File: src/rtl/stopwatch_up_cnt.sv
// BCD MM:SS up-counting stopwatch driving a 4-digit multiplexed display.
// Optional lap display freeze is built when LAP_EN is defined.
module stopwatch_up_cnt #(
    parameter int MAX_MIN = 59
) (
    input  logic        clk,
    input  logic        rst,
    input  logic        tick,
    input  logic        scan_tick,
    input  logic        start_stop,
    input  logic        clr,
    input  logic        lap,
    output logic [3:0]  ssd,
    output logic [7:0]  D,
    output logic [14:0] out,
    output logic        running
);

    typedef enum logic [1:0] {IDLE, RUN, PAUSE, DONE} state_t;

    localparam logic [3:0] MAX_M1 = 4'(MAX_MIN / 10);
    localparam logic [3:0] MAX_M0 = 4'(MAX_MIN % 10);

    state_t      state, state_nx;
    logic [3:0]  s0, s1, m0, m1;
    logic [3:0]  i_s0, i_s1, i_m0, i_m1;
    logic [1:0]  idx;
    logic        zero, adv, at_max;
    logic [15:0] live, shown;
    logic [3:0]  digit;

    assign live = {m1, m0, s1, s0};

    always_comb begin
        i_s0 = s0;
        i_s1 = s1;
        i_m0 = m0;
        i_m1 = m1;
        if (s0 == 4'd9) begin
            i_s0 = 4'd0;
            if (s1 == 4'd5) begin
                i_s1 = 4'd0;
                if (m0 == 4'd9) begin
                    i_m0 = 4'd0;
                    i_m1 = m1 + 4'd1;
                end else begin
                    i_m0 = m0 + 4'd1;
                end
            end else begin
                i_s1 = s1 + 4'd1;
            end
        end else begin
            i_s0 = s0 + 4'd1;
        end
    end

    assign at_max = (i_m1 == MAX_M1) && (i_m0 == MAX_M0) &&
                    (i_s1 == 4'd5) && (i_s0 == 4'd9);
    assign adv = (state == RUN) && tick && !clr;

    always_ff @(posedge clk) begin
        if (rst) state <= IDLE;
        else     state <= state_nx;
    end

    // clr outranks start_stop and tick; reaching the limit outranks start_stop
    always_comb begin
        state_nx = state;
        zero     = 1'b0;
        unique case (state)
            IDLE: if (!clr && start_stop) state_nx = RUN;
            RUN: begin
                if (clr)                zero = 1'b1;
                else if (tick && at_max) state_nx = DONE;
                else if (start_stop)    state_nx = PAUSE;
            end
            PAUSE: begin
                if (clr) begin
                    zero     = 1'b1;
                    state_nx = IDLE;
                end else if (start_stop) begin
                    state_nx = RUN;
                end
            end
            DONE: begin
                if (clr) begin
                    zero     = 1'b1;
                    state_nx = IDLE;
                end
            end
            default: state_nx = IDLE;
        endcase
    end

    always_ff @(posedge clk) begin
        if (rst || zero) begin
            {m1, m0, s1, s0} <= 16'h0000;
        end else if (adv) begin
            {m1, m0, s1, s0} <= {i_m1, i_m0, i_s1, i_s0};
        end
    end

    always_ff @(posedge clk) begin
        if (rst)            idx <= 2'd0;
        else if (scan_tick) idx <= idx + 2'd1;
    end

`ifdef LAP_EN
    logic        hold;
    logic [15:0] snap;

    always_ff @(posedge clk) begin
        if (rst) begin
            hold <= 1'b0;
            snap <= 16'h0000;
        end else if (zero || (adv && at_max)) begin
            hold <= 1'b0;
        end else if (lap && (state == RUN || state == PAUSE)) begin
            hold <= !hold;
            if (!hold) snap <= live;
        end
    end

    assign shown = hold ? snap : live;
`else
    logic unused_lap;
    assign unused_lap = lap;
    assign shown      = live;
`endif

    always_comb begin
        unique case (idx)
            2'd0:    digit = shown[3:0];
            2'd1:    digit = shown[7:4];
            2'd2:    digit = shown[11:8];
            default: digit = shown[15:12];
        endcase
    end

    function automatic logic [7:0] seg(input logic [3:0] v);
        unique case (v)
            4'd0:    seg = 8'b00000011;
            4'd1:    seg = 8'b10011111;
            4'd2:    seg = 8'b00100101;
            4'd3:    seg = 8'b00001101;
            4'd4:    seg = 8'b10011001;
            4'd5:    seg = 8'b01001001;
            4'd6:    seg = 8'b01000001;
            4'd7:    seg = 8'b00011111;
            4'd8:    seg = 8'b00000001;
            4'd9:    seg = 8'b00001001;
            default: seg = 8'b11111110;
        endcase
    endfunction

    // dp lit on the minutes-ones digit marks the MM:SS separator
    assign D       = seg(digit) & ((idx == 2'd2) ? 8'hFE : 8'hFF);
    assign ssd     = ~(4'b0001 << idx);
    assign out     = (state == DONE) ? 15'h7FFF : 15'h0000;
    assign running = (state == RUN);

endmodule

File: config.mk
export PLATFORM = sky130hd
export DESIGN_NAME = stopwatch_up_cnt
export DESIGN_NICKNAME = d
export VERILOG_FILES = /design/src/rtl/stopwatch_up_cnt.sv
export SDC_FILE = /design/constraint.sdc
export NUM_CORES = 1
export LEC_CHECK = 0
export ABC_AREA = 1
export BUFFER_PORTS_ARGS = -buffer_cell sky130_fd_sc_hd__buf_2
export CAP_MARGIN = 30
export CORE_UTILIZATION = 59
export DETAILED_ROUTE_END_ITERATION = 12
export PLACE_DENSITY = 0.85
export SETUP_SLACK_MARGIN = 0.5
export SKIP_LAST_GASP = 1
export SLEW_MARGIN = 15
export SYNTH_ARGS = -nofsm -noshare
export SYNTH_HDL_FRONTEND = slang
export SYNTH_SLANG_ARGS = --single-unit
File: constraint.sdc
create_clock -name clk -period 3.5 [get_ports clk]
set_input_delay 0.7 -clock clk [delete_from_list [all_inputs] [get_ports clk]]
set_output_delay 0.7 -clock clk [all_outputs]
set_load 0.02 [all_outputs]
==> results.yml, run 1 <==
outcome:
  outcome: "complete, no violations"
sta:
  maxSlewHeadroom: 0.590
  finalMaxSlewViolations: 0
  finalSetupTns_ns: 0
  min_period_ns: 2.88
  tightest_slew_ns: 0.611
  finalSetupViolCount: 0
  final_hold_viol_count: 0
  rsz0062_at_grt: "true"
  period_share: 0.822
  skew_ns: 0.00974
  fmax_mhz: 348
placement:
  post_dp_cell_area_sq_um: 1750
  hpwl_um: 2770
  placed_cells: 305
  port-buffer-count: 33
  place_congestion: 0.878
yosys:
  yosys.cell_types.count: 28
  yosysTopAreaCell: "dfxtp_1"
  ys_ff_latch: 20
  ys_warn_count: 0
  async_flop_share: 0
  synth_xor_xnor_area_share: 0.0106
  synthTopCellsByArea: "dfxtp_1 (24%), nand2_1 (12%), ha_1 (9.1%)"
  yosys.area_share.simple: 0.314
  netlist.area_leader.share: 0.242
  synth_adder_area_share: 0.0908
  synth-compound-area-share: 0.176
  synth-main-ff-cell: "dfxtp_1"
  yosys-mux-area-fraction: 0
  seq_area_frac_synth: 0.242
  netlist_area_sq_um: 1650
  yosysMostFrequentCell: "nand2_1"
  syn_inst: 257
  syn-num-nets: 276
  syn_avg_cell_area_sq_um: 6.44
  synth_edf_count: 0
  synthTopCellsByCount: "nand2_1 (52), inv_1 (36), nor2_1 (27)"
  synth_top_family_by_area: "simple AND/OR/NAND/NOR gates"
worst_setup_path:
  max_stage_delay_ns: 0.38
  r2r_slack_ns: 1.37
  r2r-end: "m1[2]"
  worstPathArrival_ns: 2.18
  end_kind: "output pin"
  startpoint_type: "register"
  cp_cell_sequence: "inv_1, ha_2, inv_2, o22ai_1, o22ai_1, buf_4, inv_1, ha_1, nor2_1, o21ai_1, buf_4"
  crit_type: "reg -> out"
  cpMaxStageDelayCell: "dfxtp_4"
  required_ns: 2.80
  reg2regPathDepth: 7
  critPathMaxFanout: 6
  reg2reg_from: "state[0]"
floorplanning:
  ioPinCount: 35
  initial_core_util: 0.644
  dieWidth_um: 55.0
  die_area_sq_um: 3020
  coreArea_sq_um: 2570
  rows: 18
  fp.dieH_um: 55.0
finish:
  fill_cells: 222
  final_area_sq_um: 1840
  antenna_cells: 0
  stdcell_count: 310
  area_growth_pct: 11.5
  finalNetCount: 300
  drive_above_1_share: 0.257
clock_network:
  clockBufferDepth: 2
  path_clk_slew_ns: 0.12
  tritoncts: "yes"
  h-tree-depth: 1
  cts_made_buffers: 3
  cts_sinks: 20
  cts_root_buffer: "clkbuf_4"
  clock_latency_ns: 0.32
global_route:
  antenna_found_initial: 0
  grt_max_degree: 16
  grt_pass1_vias: 1362
  overflow: 0
  grt_use_total: 0.254
  grt_pass1_wl_um: 5550
pwr:
  peakVddDrop_uv: 341
  power_leakage_nw: 0.942
  power_density_nw_per_um2: 335
detailed_routing:
  drc: 0
  drt_iter0_drc: 45
  vias: 1638
  vias_per_cell: 5.28
  final_antenna_net_count: 0
  wl_per_cell_um: 11.4
  dr.pass1.iters: 4
  wirelength_um: 3540
hold_path:
  hp-class: "reg -> reg"
  hold_start: "m0[3]"
  whs_endpoint: "m0[3]"
  whs_path_depth: 2
job:
  drv_cap: 0
stage by stage:
step / utilization / worst slack (ns) / total power, mW / hold WS, ns
after floorplan: - / 0.550 / 0.384 / 0.472
after global placement: 0.682 / 0.668 / 0.418 / 0.486
after detailed placement: 0.682 / 0.605 / 0.420 / 0.490
after CTS: 0.708 / 0.503 / 0.617 / 0.509
after global routing: 0.718 / 0.479 / 0.653 / 0.531
final: 0.718 / 0.624 / 0.618 / 0.506
layout make-up:
cell class,count,area (sq um),area share
Sequential cell,20,405,0.220
Inverter,43,161,0.0875
Tap cell,30,37.5,0.0204
Multi-Input combinational cell,178,997,0.541
Clock buffer,3,22.5,0.0122
Clock inverter,1,30.0,0.0163
Timing Repair Buffer,35,190,0.103
cell usage in the layout (no fill, tap or decap), types with 3 or more instances in the layout:
cell type | Yosys | final
a21oi_1 | 15 | 15
nor2_2 | 5 | 5
ha_1 | 12 | 11
o22ai_1 | 6 | 4
buf_2 | 1 | 29
o21ai_1 | 2 | 5
nor3_1 | 3 | 3
nand3_1 | 14 | 14
inv_1 | 36 | 32
a211oi_1 | 3 | 3
clkbuf_4 | 0 | 3
nor2_1 | 27 | 27
buf_4 | 14 | 6
nand2_2 | 5 | 5
inv_2 | 7 | 11
o21ai_0 | 17 | 13
nand2_1 | 52 | 52
o211ai_1 | 5 | 5
dfxtp_1 | 20 | 18
timing repair:
action,in CTS,in global routing
resized for setup,2,17
setup endpoints to repair,6,7
endpoints found under the hold margin,0,0
buffers inserted,1,0
hold buffers,0,0
pin swaps,1,1
flip-flops by register name, summed over array words and instances, names as in the netlist:
register,cells
state,2
s0,4
m0,4
m1,4
idx,2
s1,4
metal layers:
metal,share of wire,up-vias,global-route usage,wire (um)
li1,-,867,-,-
met1,0.48,725,0.329,1710
met2,0.45,38,0.428,1610
met3,0.046,8,0.0492,164
met4,0.016,0,0.0708,55
met5,0,-,0,0
power breakdown:
| part | internal, mW | total (mW) | switching, mW |
|---|---|---|---|
| logic | 0.0574 | 0.172 | 0.114 |
| clock network | 0.116 | 0.194 | 0.0776 |
| registers | 0.239 | 0.253 | 0.0138 |
worst max path at each step:
stage | startpoint | end | slack, ns | cells after the start
floorplan | idx[0] | D[4] | 0.55 | 9
global placement | idx[0] | D[4] | 0.67 | 10
detailed placement | idx[0] | D[7] | 0.60 | 10
CTS | idx[0] | D[4] | 0.50 | 11
global route | idx[0] | D[4] | 0.48 | 11
finish | idx[0] | D[4] | 0.62 | 11
worst max-delay path: cells and delay by family (launching register included):
family          cells  cell delay, ns
compound gates      3            0.36
fa+ha+maj           2            0.45
buf+inv             5            0.56
flops               1            0.38
simple gates        1            0.11
kinds of logic (layout without fill, tap and decap cells):
kind of cell	after synthesis	count (layout)
flops	20	20
xor+xnor	2	2
compound gates	51	51
fa+ha+maj	12	12
buf+inv	59	82
simple gates	113	113
(Power assumes the default switching activity.)
==> run 2, diff against run 1 <==
Settings changed: ABC_AREA 1 to 0, CORE_UTILIZATION 59 to 54, PLACE_DENSITY 0.85 to 0.79.
Clock period 3.5 ns to 2.9 ns, I/O delays scaled along.
==> run 2 against run 1 <==
  * The run now ends with setup timing left
  * Routed wire length is 6.3% higher
  * Count of clock-buffer cells in the layout stayed put
  * Non-clock buffer count is 7 higher
  * Synthesized cell count is 27% lower
  * Critical endpoint is now D[7]
  * Via count is 11% lower
  * Die area is 5.3% higher
  * Critical path depth is 3 lower
  * Largest cell class unchanged
  * Synthesized area is 3.4% lower
  * Core utilization is 4.0 points lower
  * Setup slack worse by 0.77 ns
  * Clock skew is 0.0058 ns lower
  * Clock power is 31% lower
==> results.yml, run 2 <==
finish:
  most-common-layout-cells: "buf_2 (27), dfxtp_1 (18), inv_1 (12), a21oi_1 (11), nor2_1 (11)"
  fin_util: 0.678
  final_area_sq_um: 1890
  antenna_cells: 0
  area_growth_pct: 18.0
  finalNetCount: 232
  drive_above_1_share: 0.341
  fill_cells: 220
  final_common_cell: "buf_2"
  stdcell_count: 242
sta:
  maxSlewHeadroom: 0.578
  rsz0062_at_grt: "true"
  tightest_slew_ns: 0.633
  finalSetupViolCount: 7
  final_hold_viol_count: 0
  finalSetupTns_ns: -0.391
  setup_ws_ns: -0.145
  finalMaxSlewViolations: 0
  period_share: 1.05
  min_period_ns: 3.05
  fmax_mhz: 328
  skew_ns: 0.00396
  hold_ws_ns: 0.489
pwr:
  power_mw: 0.517
  power_leakage_nw: 0.795
  power_density_nw_per_um2: 274
  peakVddDrop_uv: 348
worst_setup_path:
  cp_cell_sequence: "inv_4, ha_4, a222oi_1, mux2i_4, buf_4, mux2i_2, a21oi_2, buf_4"
  max_stage_delay_ns: 0.60
  crit_type: "reg -> out"
  reg2reg_from: "state[0]"
  required_ns: 2.32
  crit_top_cell: "buf_4"
  critPathMaxFanout: 7
  worstPathArrival_ns: 2.47
  worstSetupStartpoint: "idx[0]"
  cp_top_family: "compound AO/OA/AOI/OAI gates"
  startpoint_type: "register"
  cpMaxStageDelayCell: "a222oi_1"
  end_kind: "output pin"
  crit_buf_inv: 3
placement:
  placed_cells: 230
  place_congestion: 0.827
  dp_slack_ns: 0.262
  post_dp_cell_area_sq_um: 1690
  hpwl_um: 2460
  port-buffer-count: 33
floorplanning:
  die_area_sq_um: 3180
  fp.dieH_um: 56.4
  ioPinCount: 35
  dieWidth_um: 56.4
  coreArea_sq_um: 2780
  rows: 19
  initial_core_util: 0.574
clock_network:
  clockBufferDepth: 2
  cts_sinks: 20
  clock_latency_ns: 0.30
  cts_root_buffer: "clkbuf_4"
  h-tree-depth: 1
  path_clk_slew_ns: 0.11
  tritoncts: "yes"
  cts_made_buffers: 3
hold_path:
  hold_start: "clr"
  hp-class: "in -> reg"
job:
  drv_cap: 0
outcome:
  outcome: "complete, but fails checks"
  violations: "setup timing"
detailed_routing:
  wl_per_cell_um: 15.6
  drc: 0
  vias_per_cell: 6.04
  final_antenna_net_count: 0
  wirelength_um: 3770
  drt_iter0_drc: 72
  vias: 1461
  dr.pass1.iters: 6
yosys:
  netlist_area_sq_um: 1600
  syn-num-nets: 206
  syn_inst: 187
  yosysMostFrequentCell: "dfxtp_1"
  async_flop_share: 0
  ys_warn_count: 0
  yosysTopAreaCell: "dfxtp_1"
  syn_avg_cell_area_sq_um: 8.54
  synth_edf_count: 0
  synthTopCellsByArea: "dfxtp_1 (25%), ha_1 (9.4%), buf_4 (6.6%)"
  yosys.cell_types.count: 48
  synth-main-ff-cell: "dfxtp_1"
  ys_ff_latch: 20
  synthTopCellsByCount: "dfxtp_1 (20), inv_1 (15), a21oi_1 (14), buf_4 (14), ha_1 (12)"
  netlist.area_leader.share: 0.251
  seq_area_frac_synth: 0.251
global_route:
  grt_max_degree: 16
  overflow: 0
  grt_pass1_vias: 1289
  grt_pass1_wl_um: 6310
  antenna_found_initial: 0
  grt_use_total: 0.251
-- run 2: changes by cell type in the layout (fill, tap and decap cells not counted), sizes merged, moves of 7 or more --
cell | previous run | this run
nand3 | 16 | 7
nor2 | 35 | 11
buf | 35 | 42
o21ai | 19 | 6
mux2i | 0 | 11
inv | 43 | 15
nand2 | 57 | 10
-- run 2: power breakdown --
part / switching (mW) / internal [mW]
Clock: 0.0848 / 0.0485
Combinational: 0.0546 / 0.0416
Sequential: 0.00809 / 0.279
Total: 0.148 / 0.369
-- run 2: what timing repair did --
item | in CTS | in global routing
gates resized for setup | 22 | 6
setup endpoints to repair | 8 | 8
hold buffers | 0 | 0
hold endpoints to repair | 0 | 0
pin swaps | 7 | 7
setup buffers | 7 | 2
-- run 2: cell families after synthesis --
logic type                 after synthesis  synth area share
xor gates and xnor gates                 5            0.0274
buffers and inverters                   36             0.128
adders and majority gates               12            0.0940
and+or+nand+nor                         65             0.258
muxes                                   14             0.100
DFF                                     20             0.251
AOI/OAI and AO/OA                       35             0.141
-- run 2: final timing paths --
path,to,slack (ns),cells after the start
max,D[7],-0.15,8
min,state[1],0.49,2
max reg2reg,m1[3],1.01,4
min reg2reg,m1[3],0.50,2
-- run 2: final cells by class --
cell class                 count  area [sq um]  area share
timing repair buffer          42           275       0.146
sequential                    20           408       0.216
inverter                      15          61.3      0.0325
tap                           31          38.8      0.0206
clock buffer                   3          22.5      0.0119
multi-input combinational    131          1080       0.573
-- run 2: metal layers --
metal,vias to the layer above,GRT usage,routed length (um)
met4,0,0.0767,90
met2,36,0.413,1940
met5,-,0,0
li1,703,-,-
met1,711,0.331,1570
met3,11,0.0507,163
==> run 3, diff against run 2 <==
Settings changed: MAX_ROUTING_LAYER from default to met4.
==> run 3 against run 2 <==
  * Largest cell class unchanged
  * Routed wire length is essentially flat
  * Power shrank 0.53%
  * Cell area down 0.80%
  * Combinational power decreased by 2.3%
  * Core utilization decreased by 0.54 points
  * Highest routed layer unchanged
  * Register-to-register slack about the same
  * Clock skew fell by 0.00060 ns
  * Non-clock buffer count is the same
  * The flow still finishes with violations (setup timing)
  * Critical endpoint unchanged
  * Sequential power is essentially flat
  * Cell count stayed put
  * Setup slack better by 0.019 ns
  * Sequential share of layout area hardly changed
==> results.yml, run 3 (synthesis gave the netlist of run 2 again) <==
detailed_routing:
  vias: 1430
  dr.pass1.iters: 6
  wl_per_cell_um: 15.6
  wirelength_um: 3770
  final_antenna_net_count: 0
  vias_per_cell: 5.91
  drt_iter0_drc: 72
  drc: 0
finish:
  final_common_cell: "buf_2"
  drive_above_1_share: 0.341
  antenna_cells: 0
  stdcell_count: 242
  area_growth_pct: 17.1
  most-common-layout-cells: "buf_2 (27), dfxtp_1 (18), inv_1 (12), a21oi_1 (11), nor2_1 (11)"
  finalNetCount: 232
hold_path:
  hp-class: "in -> reg"
  hold_start: "clr"
  whs_endpoint: "state[1]"
  whs_path_depth: 2
clock_network:
  cts_root_buffer: "clkbuf_4"
  path_clk_slew_ns: 0.10
  clockBufferDepth: 2
  h-tree-depth: 1
  tritoncts: "yes"
  cts_made_buffers: 3
  hold_buffers: 0
  cts_sinks: 20
  clock_latency_ns: 0.31
pwr:
  comb_power_share: 0.183
  switching_power_mw: 0.146
  pwr-share-clk: 0.260
  swShare: 0.284
  peakVddDrop_uv: 345
  power_leakage_nw: 0.792
  power.internal_mw: 0.368
  power_density_nw_per_um2: 275
  seq_power_share: 0.557
sta:
  finalSetupViolCount: 5
  hold_ws_ns: 0.486
  min_period_ns: 3.03
  rsz0062_at_grt: "true"
  maxSlewHeadroom: 0.582
  tightest_slew_ns: 0.626
  finalMaxSlewViolations: 0
  fmax_mhz: 330
  skew_ns: 0.00335
  final_hold_viol_count: 0
  period_share: 1.04
  setup_ws_ns: -0.126
  finalSetupTns_ns: -0.298
worst_setup_path:
  required_ns: 2.32
  r2r-end: "m1[3]"
  end_kind: "output pin"
  max_stage_delay_ns: 0.59
  worstPathArrival_ns: 2.45
  cpMaxStageDelayCell: "a222oi_1"
  reg2reg_from: "state[0]"
  startpoint_type: "register"
  reg2regPathDepth: 4
  cp_cell_sequence: "inv_2, ha_4, a222oi_1, mux2i_4, buf_4, mux2i_2, a21oi_2, buf_4"
  crit_top_cell: "buf_4"
  r2r_slack_ns: 1.01
  crit_type: "reg -> out"
  critPathMaxFanout: 7
placement:
  port-buffer-count: 33
  placed_cells: 230
  place_congestion: 0.840
  dp_slack_ns: 0.262
  hpwl_um: 2460
outcome:
  outcome: "complete, but fails checks"
  violations: "setup timing"
floorplanning:
  coreArea_sq_um: 2780
  rows: 19
  initial_core_util: 0.574
  dieWidth_um: 56.4
  die_area_sq_um: 3180
  fp.dieH_um: 56.4
  ioPinCount: 35
global_route:
  grt_use_total: 0.257
  antenna_found_initial: 0
  grt_pass1_wl_um: 6290
  grt_max_degree: 16
  grt_pass1_vias: 1286
  overflow: 0
job:
  drv_cap: 0
[run 3: cell counts in the layout (fill, tap and decap cells not counted)]
No cell type changed its count.
[run 3: worst max-delay path by stage]
stage                     slack [ns]   start  cells past startpoint   end
after CTS                       0.03  idx[1]                      8  D[4]
after detailed placement        0.26  idx[0]                     10  D[3]
after floorplan                 0.53  idx[0]                      7  D[3]
after global placement          0.36  idx[0]                     10  D[3]
after global routing           -0.20  idx[1]                      8  D[7]
final                          -0.13  idx[1]                      8  D[7]
[run 3: metrics by stage]
step / instance area, sq um / utilization / power [mW]
6_report: 1870 / 0.673 / 0.514
3_5_place_dp: 1690 / 0.606 / 0.367
3_3_place_gp: 1690 / 0.606 / 0.364
4_1_cts: 1850 / 0.664 / 0.513
5_1_grt: 1870 / 0.673 / 0.536
2_1_floorplan: 1630 / - / 0.345
[run 3: layout make-up]
class	count	area [sq um]
Multi-Input combinational cell	131	1070
Timing Repair Buffer	42	275
Sequential cell	20	405
Inverter	15	58.8
Fill cell	224	911
Clock buffer	3	22.5
Tap cell	31	38.8
[run 3: per-layer routing]
metal	global-route usage	vias to the layer above	wire length (um)
met3	0.0507	11	142
li1	-	700	-
met5	-	-	0
met1	0.328	692	1620
met4	0.0767	0	91
met2	0.413	27	1920
[run 3: worst max-delay path: cells and delay by family, from the launching register on]
kind | cells | cell delay [ns]
AO/OA/AOI/OAI | 2 | 0.74
buffers and inverters | 3 | 0.43
multiplexers | 2 | 0.41
flip-flops | 1 | 0.37
adder cells (fa/ha/maj) | 1 | 0.18
[run 3: power by group through the flow]
| stage | clock, mW | sequential [mW] | combinational (mW) |
|---|---|---|---|
| after floorplan | 0 | 0.290 | 0.0545 |
| after global placement | 0 | 0.292 | 0.0718 |
| after detailed placement | 0 | 0.293 | 0.0744 |
| after CTS | 0.138 | 0.287 | 0.0884 |
| after global routing | 0.148 | 0.288 | 0.100 |
| final | 0.134 | 0.287 | 0.0940 |
[run 3: what timing repair did]
| action | in CTS | in global routing |
|---|---|---|
| setup buffers | 7 | 2 |
| resized for setup | 22 | 3 |
| hold endpoints to repair | 0 | 0 |
| pin swaps | 7 | 5 |
| setup endpoints to repair | 8 | 8 |
